`src/rtl/exec_pkg.sv`:
```
// Shared definitions for the execute stage: opcode map, flag bit
// positions and the control record held in the output stage.
package exec_pkg;

    localparam int OP_W = 5;

    localparam logic [OP_W-1:0] OP_ADD    = 5'b00000;
    localparam logic [OP_W-1:0] OP_SUB    = 5'b00001;
    localparam logic [OP_W-1:0] OP_ADDI   = 5'b00010;
    localparam logic [OP_W-1:0] OP_SHLLI  = 5'b00011;
    localparam logic [OP_W-1:0] OP_SHRLI  = 5'b00100;
    localparam logic [OP_W-1:0] OP_LOADI  = 5'b00101;
    localparam logic [OP_W-1:0] OP_LOAD   = 5'b00110;
    localparam logic [OP_W-1:0] OP_STORE  = 5'b00111;
    localparam logic [OP_W-1:0] OP_CMP    = 5'b01000;
    localparam logic [OP_W-1:0] OP_JUMP   = 5'b01001;
    localparam logic [OP_W-1:0] OP_JUMPL  = 5'b01010;
    localparam logic [OP_W-1:0] OP_JUMPG  = 5'b01011;
    localparam logic [OP_W-1:0] OP_JUMPE  = 5'b01100;
    localparam logic [OP_W-1:0] OP_JUMPNE = 5'b01101;
    localparam logic [OP_W-1:0] OP_JUMPLI = 5'b01110;
    localparam logic [OP_W-1:0] OP_RET    = 5'b01111;
    localparam logic [OP_W-1:0] OP_MOV    = 5'b10000;

    // Bit positions inside the {L,G,E} compare-flag register
    localparam int FLAG_L = 2;
    localparam int FLAG_G = 1;
    localparam int FLAG_E = 0;

    // Single-bit controls carried by the output stage; data fields are
    // width-parametrised and therefore live next to this in the top.
    typedef struct packed {
        logic we;
        logic mem_rd;
        logic mem_wr;
        logic br_taken;
        logic illegal;
    } exec_ctrl_t;

endpackage

```
`src/rtl/exec_alu.sv`:
```
// Combinational datapath of the execute stage: result, enables, branch
// resolution against the current flags, and next flag value for CMP.
module exec_alu
    import exec_pkg::*;
#(
    parameter int DATA_W = 16,
    parameter int IMM_W  = 5
) (
    input  logic [OP_W-1:0]   op,
    input  logic [DATA_W-1:0] src,
    input  logic [DATA_W-1:0] dst,
    input  logic [IMM_W-1:0]  imm,
    input  logic [DATA_W-1:0] npc,
    input  logic [2:0]        flags,
    output logic [DATA_W-1:0] result,
    output logic [DATA_W-1:0] store_data,
    output logic              we,
    output logic              mem_rd,
    output logic              mem_wr,
    output logic              taken,
    output logic [DATA_W-1:0] target,
    output logic              illegal,
    output logic [2:0]        next_flags
);

    logic [DATA_W-1:0] imm_z;
    logic [DATA_W-1:0] imm_s;
    logic [DATA_W-1:0] br_tgt;

    // Decode the opcode; shifts by >= DATA_W fall out as 0 from the shift operator
    always_comb begin
        imm_z      = {{(DATA_W-IMM_W){1'b0}}, imm};
        imm_s      = {{(DATA_W-IMM_W){imm[IMM_W-1]}}, imm};
        br_tgt     = npc + imm_s;
        result     = '0;
        store_data = '0;
        we         = 1'b0;
        mem_rd     = 1'b0;
        mem_wr     = 1'b0;
        taken      = 1'b0;
        target     = '0;
        illegal    = 1'b0;
        next_flags = flags;
        case (op)
            OP_ADD:    begin result = src + dst;    we = 1'b1; end
            OP_SUB:    begin result = src - dst;    we = 1'b1; end
            OP_ADDI:   begin result = src + imm_z;  we = 1'b1; end
            OP_SHLLI:  begin result = src << imm_z; we = 1'b1; end
            OP_SHRLI:  begin result = src >> imm_z; we = 1'b1; end
            OP_LOADI:  begin result = imm_z;        we = 1'b1; end
            OP_MOV:    begin result = dst;          we = 1'b1; end
            OP_LOAD:   begin result = src; mem_rd = 1'b1; end
            OP_STORE:  begin result = src; store_data = dst; mem_wr = 1'b1; end
            OP_CMP: begin
                next_flags[FLAG_L] = (src < dst);
                next_flags[FLAG_G] = (src > dst);
                next_flags[FLAG_E] = (src == dst);
            end
            OP_JUMP:   begin target = br_tgt; taken = 1'b1; end
            OP_JUMPL:  begin target = br_tgt; taken = flags[FLAG_L]; end
            OP_JUMPG:  begin target = br_tgt; taken = flags[FLAG_G]; end
            OP_JUMPE:  begin target = br_tgt; taken = flags[FLAG_E]; end
            OP_JUMPNE: begin target = br_tgt; taken = !flags[FLAG_E]; end
            OP_JUMPLI: begin target = br_tgt; taken = 1'b1; result = npc; we = 1'b1; end
            OP_RET:    begin target = src;    taken = 1'b1; end
            default:   illegal = 1'b1;
        endcase
    end

endmodule

```
`src/rtl/exec_unit.sv`:
```
// Execute stage: input/output valid-ready handshake, one output register
// and the compare-flag register around the combinational exec_alu.
module exec_unit
    import exec_pkg::*;
#(
    parameter int DATA_W = 16,
    parameter int IMM_W  = 5,
    parameter int RIDX_W = 3
) (
    input  logic              clk,
    input  logic              rst_n,
    input  logic              flush,
    input  logic              in_valid,
    output logic              in_ready,
    input  logic [4:0]        in_op,
    input  logic [DATA_W-1:0] in_src,
    input  logic [DATA_W-1:0] in_dst,
    input  logic [RIDX_W-1:0] in_dst_idx,
    input  logic [IMM_W-1:0]  in_imm,
    input  logic [DATA_W-1:0] in_npc,
    output logic              out_valid,
    input  logic              out_ready,
    output logic [DATA_W-1:0] out_result,
    output logic [DATA_W-1:0] out_store_data,
    output logic [RIDX_W-1:0] out_dst_idx,
    output logic              out_we,
    output logic              out_mem_rd,
    output logic              out_mem_wr,
    output logic              out_br_taken,
    output logic [DATA_W-1:0] out_br_target,
    output logic              out_illegal,
    output logic [2:0]        flags
);

    logic              accept;
    logic [DATA_W-1:0] alu_result;
    logic [DATA_W-1:0] alu_store_data;
    logic [DATA_W-1:0] alu_target;
    logic [2:0]        alu_next_flags;
    exec_ctrl_t        alu_ctrl;

    logic              out_valid_q, out_valid_d;
    exec_ctrl_t        ctrl_q, ctrl_d;
    logic [DATA_W-1:0] result_q, result_d;
    logic [DATA_W-1:0] store_data_q, store_data_d;
    logic [DATA_W-1:0] target_q, target_d;
    logic [RIDX_W-1:0] dst_idx_q, dst_idx_d;
    logic [2:0]        flags_q, flags_d;

    exec_alu #(
        .DATA_W (DATA_W),
        .IMM_W  (IMM_W)
    ) u_alu (
        .op         (in_op),
        .src        (in_src),
        .dst        (in_dst),
        .imm        (in_imm),
        .npc        (in_npc),
        .flags      (flags_q),
        .result     (alu_result),
        .store_data (alu_store_data),
        .we         (alu_ctrl.we),
        .mem_rd     (alu_ctrl.mem_rd),
        .mem_wr     (alu_ctrl.mem_wr),
        .taken      (alu_ctrl.br_taken),
        .target     (alu_target),
        .illegal    (alu_ctrl.illegal),
        .next_flags (alu_next_flags)
    );

    assign in_ready = !out_valid_q || out_ready;
    assign accept   = in_valid && in_ready && !flush;

    // Next output-stage contents: flush wins, then accept, then drain to empty (cleared so controls read 0)
    always_comb begin
        out_valid_d  = out_valid_q;
        ctrl_d       = ctrl_q;
        result_d     = result_q;
        store_data_d = store_data_q;
        target_d     = target_q;
        dst_idx_d    = dst_idx_q;
        flags_d      = flags_q;
        if (flush || (!accept && out_ready)) begin
            out_valid_d  = 1'b0;
            ctrl_d       = '0;
            result_d     = '0;
            store_data_d = '0;
            target_d     = '0;
            dst_idx_d    = '0;
        end else if (accept) begin
            out_valid_d  = 1'b1;
            ctrl_d       = alu_ctrl;
            result_d     = alu_result;
            store_data_d = alu_store_data;
            target_d     = alu_target;
            dst_idx_d    = in_dst_idx;
            flags_d      = alu_next_flags;
        end
    end

    // Output register and flag register with asynchronous clear
    always_ff @(posedge clk or negedge rst_n) begin
        if (!rst_n) begin
            out_valid_q  <= 1'b0;
            ctrl_q       <= '0;
            result_q     <= '0;
            store_data_q <= '0;
            target_q     <= '0;
            dst_idx_q    <= '0;
            flags_q      <= '0;
        end else begin
            out_valid_q  <= out_valid_d;
            ctrl_q       <= ctrl_d;
            result_q     <= result_d;
            store_data_q <= store_data_d;
            target_q     <= target_d;
            dst_idx_q    <= dst_idx_d;
            flags_q      <= flags_d;
        end
    end

    assign out_valid      = out_valid_q;
    assign out_result     = result_q;
    assign out_store_data = store_data_q;
    assign out_dst_idx    = dst_idx_q;
    assign out_we         = ctrl_q.we;
    assign out_mem_rd     = ctrl_q.mem_rd;
    assign out_mem_wr     = ctrl_q.mem_wr;
    assign out_br_taken   = ctrl_q.br_taken;
    assign out_br_target  = target_q;
    assign out_illegal    = ctrl_q.illegal;
    assign flags          = flags_q;

endmodule

```
`config.mk`:
```
export PLATFORM = sky130hd
export DESIGN_NAME = exec_unit
export DESIGN_NICKNAME = d
export VERILOG_FILES = /design/src/rtl/exec_pkg.sv /design/src/rtl/exec_alu.sv /design/src/rtl/exec_unit.sv
export SDC_FILE = /design/constraint.sdc
export NUM_CORES = 1
export LEC_CHECK = 0
export ABC_AREA = 1
export BUFFER_PORTS_ARGS = -buffer_cell sky130_fd_sc_hd__buf_2
export CAP_MARGIN = 20
export CORE_ASPECT_RATIO = 0.6
export CORE_UTILIZATION = 55
export DETAILED_ROUTE_END_ITERATION = 10
export MAX_ROUTING_LAYER = met4
export PLACE_DENSITY_LB_ADDON = 0.08
export SYNTH_ARGS = -nofsm -noshare
export SYNTH_HDL_FRONTEND = slang
export SYNTH_SLANG_ARGS = --single-unit
```
`constraint.sdc`:
```
create_clock -name clk -period 3.1 [get_ports clk]
set_input_delay 0.155 -clock clk [delete_from_list [all_inputs] [get_ports clk]]
set_output_delay 0.155 -clock clk [all_outputs]
set_load 0.005 [all_outputs]
```
# [Word-level counts from Yosys, hierarchy flattened]
# Index checks and enable logic that the tools add are counted.
[classes] n_lt_le_gt_ge=2 muxes=20 add_sub_neg=4 reduce_logical=17 eq_ne=17 n_shift=2 bitwise_logic=1
[ops] cell="$pmux W16 S9" count=1
[ops] cell="$mux W16" count=7
[ops] cell="$eq A5 B4 Y1 const B" count=8
[ops] cell="$add A16 B16 Y16" count=2
[ops] cell="$pmux W16 S2" count=1
[ops] cell="$eq A5 B3 Y1 const B" count=4
[ops] cell="$reduce_or A17 Y1" count=1
[ops] cell="$add A16 B5 Y16" count=1
[ops] cell="$eq A16 B16 Y1" count=1
[ops] cell="$gt A16 B16 Y1" count=1
[ops] cell="$lt A16 B16 Y1" count=1
[ops] cell="$shl A16 B5 Y16" count=1
[ops] cell="$shr A16 B5 Y16" count=1
[ops] cell="$sub A16 B16 Y16" count=1
[ops] cell="$eq A5 B2 Y1 const B" count=2
[ops] cell="$mux W5" count=2
[ops] cell="$reduce_or A8 Y1" count=1
[ops] cell="$mux W1" count=6
[ops] cell="$mux W3" count=2
[ops] cell="$reduce_or A6 Y1" count=1
[ops] cell="$eq A5 B1 Y1 const B" count=1
[ops] cell="$eq A5 B5 Y1 const B" count=1
[ops] cell="$logic_not A5 Y1" count=1
[ops] cell="$pmux W1 S5" count=1
[ops] cell="8 further kinds" count=14
[totals] wordCells=74 out_inout_bits=61 in_bits=66 register_bits=60

# [Depth between registers and ports, before layout]
[logic_depth] ltp_word=9 ltp_mapped=21 depth_no_buf=20

# [Cells and area by module]
# A second synthesis with hierarchy kept.
[hier_totals] cells_unflattened=1351 area_unflattened_um2=7671.1
[by_module_without_submodules] mod="exec_alu" instances=1 seq_area_each_um2=0.0 cells_per_inst=1081 area_per_inst_um2=5165.0
[by_module_without_submodules] mod="exec_unit" instances=1 seq_area_each_um2=1501.4 cells_per_inst=270 area_per_inst_um2=2506.2

# [Worst setup path after synthesis]
# No wires, ideal clock.
[synth_timing] kind="input to register" from="in in_op[0]" to="reg result_q[12] (netlist: out_result[12])" path_stages=21 path_slack_ns=0.615 arrival_ns=2.362 t_required_ns=2.977 setup_ns=0.123 path_buffers=2 path_cell_list="buf_4 inv_1 nand3_1 clkbuf_1 nand2_1 o21ai_0 ha_1 inv_1 fa_1 inv_1 nand3_1 nand2_1 nand2_1 nand2_1 nand2_1 nand2_1 nand2_1 nand3_1 nand2_1 o21ai_0 nand2_1"
[synth_via] elab_chain_cells=5 word_cells_on_any_way=14 classes_between="eq/ne: 9; mux: 3; reduce/logical: 2"
[synth_rtl] item="from (decl)" line_no="exec_unit.sv:15" source="input logic [4:0] in_op,"
[synth_rtl] item="$eq A5 B3 Y1" line_no="exec_alu.sv:44" source="case (op)"
[synth_rtl] item="$reduce_or A2 Y1 (no source line)"
[synth_rtl] item="$pmux W16 S9 *" line_no="exec_alu.sv:44"
[synth_rtl] item="$mux W16 *" line_no="exec_unit.sv:90" source="end else if (accept) begin"
[synth_rtl] item="$mux W16 *" line_no="exec_unit.sv:83" source="if (flush || (!accept && out_ready)) begin"
[synth_rtl] item="to (signal assigned)" line_no="exec_unit.sv:114" source="result_q <= result_d;"
[synth_rtl] item="to (decl)" line_no="exec_unit.sv:44" source="logic [DATA_W-1:0] result_q, result_d;"
# Mark *: on every way between the ends. The rest lies on a longest branch, timed or not. The select of a mux whose other input is x is not followed.
# A chain may end at the register's enable or synchronous reset.

# [Worst setup path after layout]
[layout_timing] from="in in_op[0]" to="reg result_q[6] (netlist: out_result[6])"
# The elaborated chain is that of the path after synthesis.

==> impl_metrics.ini <==
[yosys]
synth.top_cells.by_count = 530 x nand2_1, 135 x inv_1, 117 x nand3_1
dominantRegCellSynth = dfrtp_1
seq_area_frac_synth_pct = 20.7
synth.net_count = 1399
avg_cell_area_syn_um2 = 5.65
synth.top_cells.by_area = nand2_1 27%, dfrtp_1 21%, ha_1 8.1%, nand3_1 8.1%, inv_1 7.0%
yosysUniqueCellTypes = 38
yosys.cell_count.top_type = nand2_1
synth_top_cell_area_share_pct = 27.4
synth-async-reset-ratio_pct = 100
count_of_flip_flops_with_a_built_in_enable_after_synthesis = 0
postSynthRegisterBits = 60
yosys.area.top_type = nand2_1
syn-cell-area_um2 = 7250
post_synth_inst_count = 1283
ys.warnings.count = 0

[drt]
postRouteAntennaNets = 0
drt-wirelength-per-cell_um = 19.6
vias = 9479
detail_route.iter0.violations = 1261
drt-total-wl_um = 31000
drc_violations = 0
detailedRoute.firstPassIterationCount = 6
vias_per_cell = 6.01

[cts]
clock_tree.root_cell = clkbuf_16
htree_num_levels = 3
cts.clk_slew.worst_paths_ps = 60
cts_resized = 0
worstSkewPairLatency_ps = 340
clock_tree.buffer_depth = 2
clock_sinks = 60
post_cts.repair.setup_buffers = 0
clock_tree_from_tritoncts = yes
cts-buffers-inserted = 9

[grt]
grt_pass1_vias = 8454
overflow = 0
grt_first_pass_wirelength_um = 47100
grt_antenna_before_repair = 0
grtUsageTotal_pct = 47.5
grt_start_max_net_pins = 42

[floorplan]
floorplan.initialDensity_pct = 56.4
io-pin-count = 127
fp.dieH_um = 90.9
fp-row-count = 32
die_width_um = 150
die_area_um2 = 13700
coreArea_um2 = 12900

[cells_and_area]
fill_cells = 1220
design.final.nets = 1516
area_growth_syn_to_layout_pct = 15.3
final_layout_size_suffix_gt1_share_pct = 13.2

[sta]
clock_skew_after_layout_ps = 4.70
slew_violations = 0
maxClockFrequency_mhz = 376
timing.final.hold_violations = 0
worst-slew-pin-transition_ps = 896
slew-limit-headroom_pct = 40.3
setup_tns_ps = 0
setup_violations = 0
min_period_over_period_pct = 85.9
least_setup_slack_across_all_paths_after_layout_ps = 437
final_period_minus_worst_setup_slack_ps = 2660
grt_setup_unrepaired = false

[flow_run]
drv_cap = 0

[placement]
dp_hpwl_um = 24300
port_buffers = 126
pre_cts_slack_ps = 210
globalplace.congestion = 1.07

[pwr]
power.ir.vdd_worst_mv = 0.289
total_power_w = 0.00288
p_leak_nw = 4.93
power.density_nw_per_um2 = 344

[status]
result_of_the_run = completed

[worst_setup_path]
worst_setup_path_end_kind = flop
criticalPathCategory = in -> reg
setup.worst_path.start_class = input port
critical_path_arrival_ps = 2900
required_time_at_the_endpoint_of_the_critical_path_ps = 3340
largest_fanout_on_the_critical_path = 10

[worst_hold_path]
timing.hold.worst.class = in -> reg
[cell usage in the layout (no fill, tap or decap), types with 3 or more instances in the layout]
cell	instances
nand2_1	530
inv_1	135
buf_2	126
nand3_1	117
nor2_1	103
a21oi_1	64
dfrtp_1	60
o21ai_0	53
ha_1	47
o21ai_1	19
o31ai_1	16
buf_4	16
nand4_1	11
nand3b_1	11
inv_2	10
nor3_1	10
o22ai_1	9
clkbuf_16	9
nor2_2	5
and2_1	5
or2_2	5
a22oi_1	5
xor2_1	4
nor2_4	3
a221oi_1	3
a22o_1	3
o211ai_1	3
fa_1	3
[metal layers]
layer | routed length, um | vias up | track usage, %
li1 | - | 4385 | -
met1 | 12700 | 4237 | 64.8
met2 | 11600 | 714 | 61.2
met3 | 5060 | 143 | 18.9
met4 | 1560 | 0 | 19.4
met5 | 0 | - | -
[state kept, by name, summed over array words and instances, names as in the netlist]
signal	count
out_br_target	16
out_result	16
out_store_data	16
flags	3
out_dst_idx	3
out_br_taken	1
out_illegal	1
out_mem_rd	1
out_mem_wr	1
out_valid	1
out_we	1
[cell type report]
type	instances	area, um^2	share of cell area [%]
Inverter	146	548	6.56
Antenna cell	1	2.50	0.0299
Tap cell	170	213	2.55
Sequential cell	60	1500	18.0
Multi-Input combinational cell	1040	5030	60.2
Clock inverter	7	76.3	0.913
Timing Repair Buffer	143	761	9.10
Clock buffer	9	225	2.70
[cell families after synthesis]
group	Yosys count	share of synthesized area, %
AND/OR/NAND/NOR	805	45.9
buffers and inverters	183	9.98
AO/OA/AOI/OAI	180	13.9
flip-flops	60	20.7
adder cells (fa/ha/maj)	50	8.94
XOR/XNOR	5	0.604
[report_power, final]
group	switching, W	leakage (nW)	internal, W
Combinational	0.000709	3.96	0.000314
Clock	0.000410	0.142	0.000626
Sequential	0.0000143	0.831	0.000802
Total	0.00113	4.93	0.00174
[worst max-delay path: stages]
cell	delay, ps
buf_2	220
inv_1	140
nand3_1	300
clkinv_1	350
nor2_1	180
ha_1	290
nand2_1	90
nand2_1	90
nand3b_1	300
or2_2	340
nand3_1	70
nand2_1	50
nor2_1	90
nand2_1	70
nand2_1	90
nand2_1	50
[what timing repair did]
item,CTS,global route
setup endpoints to repair,0,0
endpoints found under the hold margin,40,0
hold buffers,1,0
[through the flow]
stage          utilization (%)  cells  hold slack, ps  instance area, um^2
4_1_cts                   65.0   1575            45.7                 8350
6_report                  65.0   1576            46.8                 8360
2_1_floorplan                -   1283            -141                 7250
5_1_grt                   65.0   1575            64.1                 8350
3_3_place_gp              62.6   1558             315                 8040
3_5_place_dp              62.6   1558             314                 8040
[worst paths after layout]
path                                    end  depth (start not counted)  slack, ps          start
min in group asynchronous    out_dst_idx[2]                          2        500          rst_n
max                           out_result[6]                         16        440       in_op[0]
max in group asynchronous     out_result[2]                          3       1770          rst_n
min                          out_dst_idx[1]                          2         50  in_dst_idx[1]
min reg2reg                      out_mem_wr                          2        470     out_mem_wr
max reg2reg                out_br_target[0]                          8        590      out_valid
Note: power is estimated with default switching activity, not from simulation.
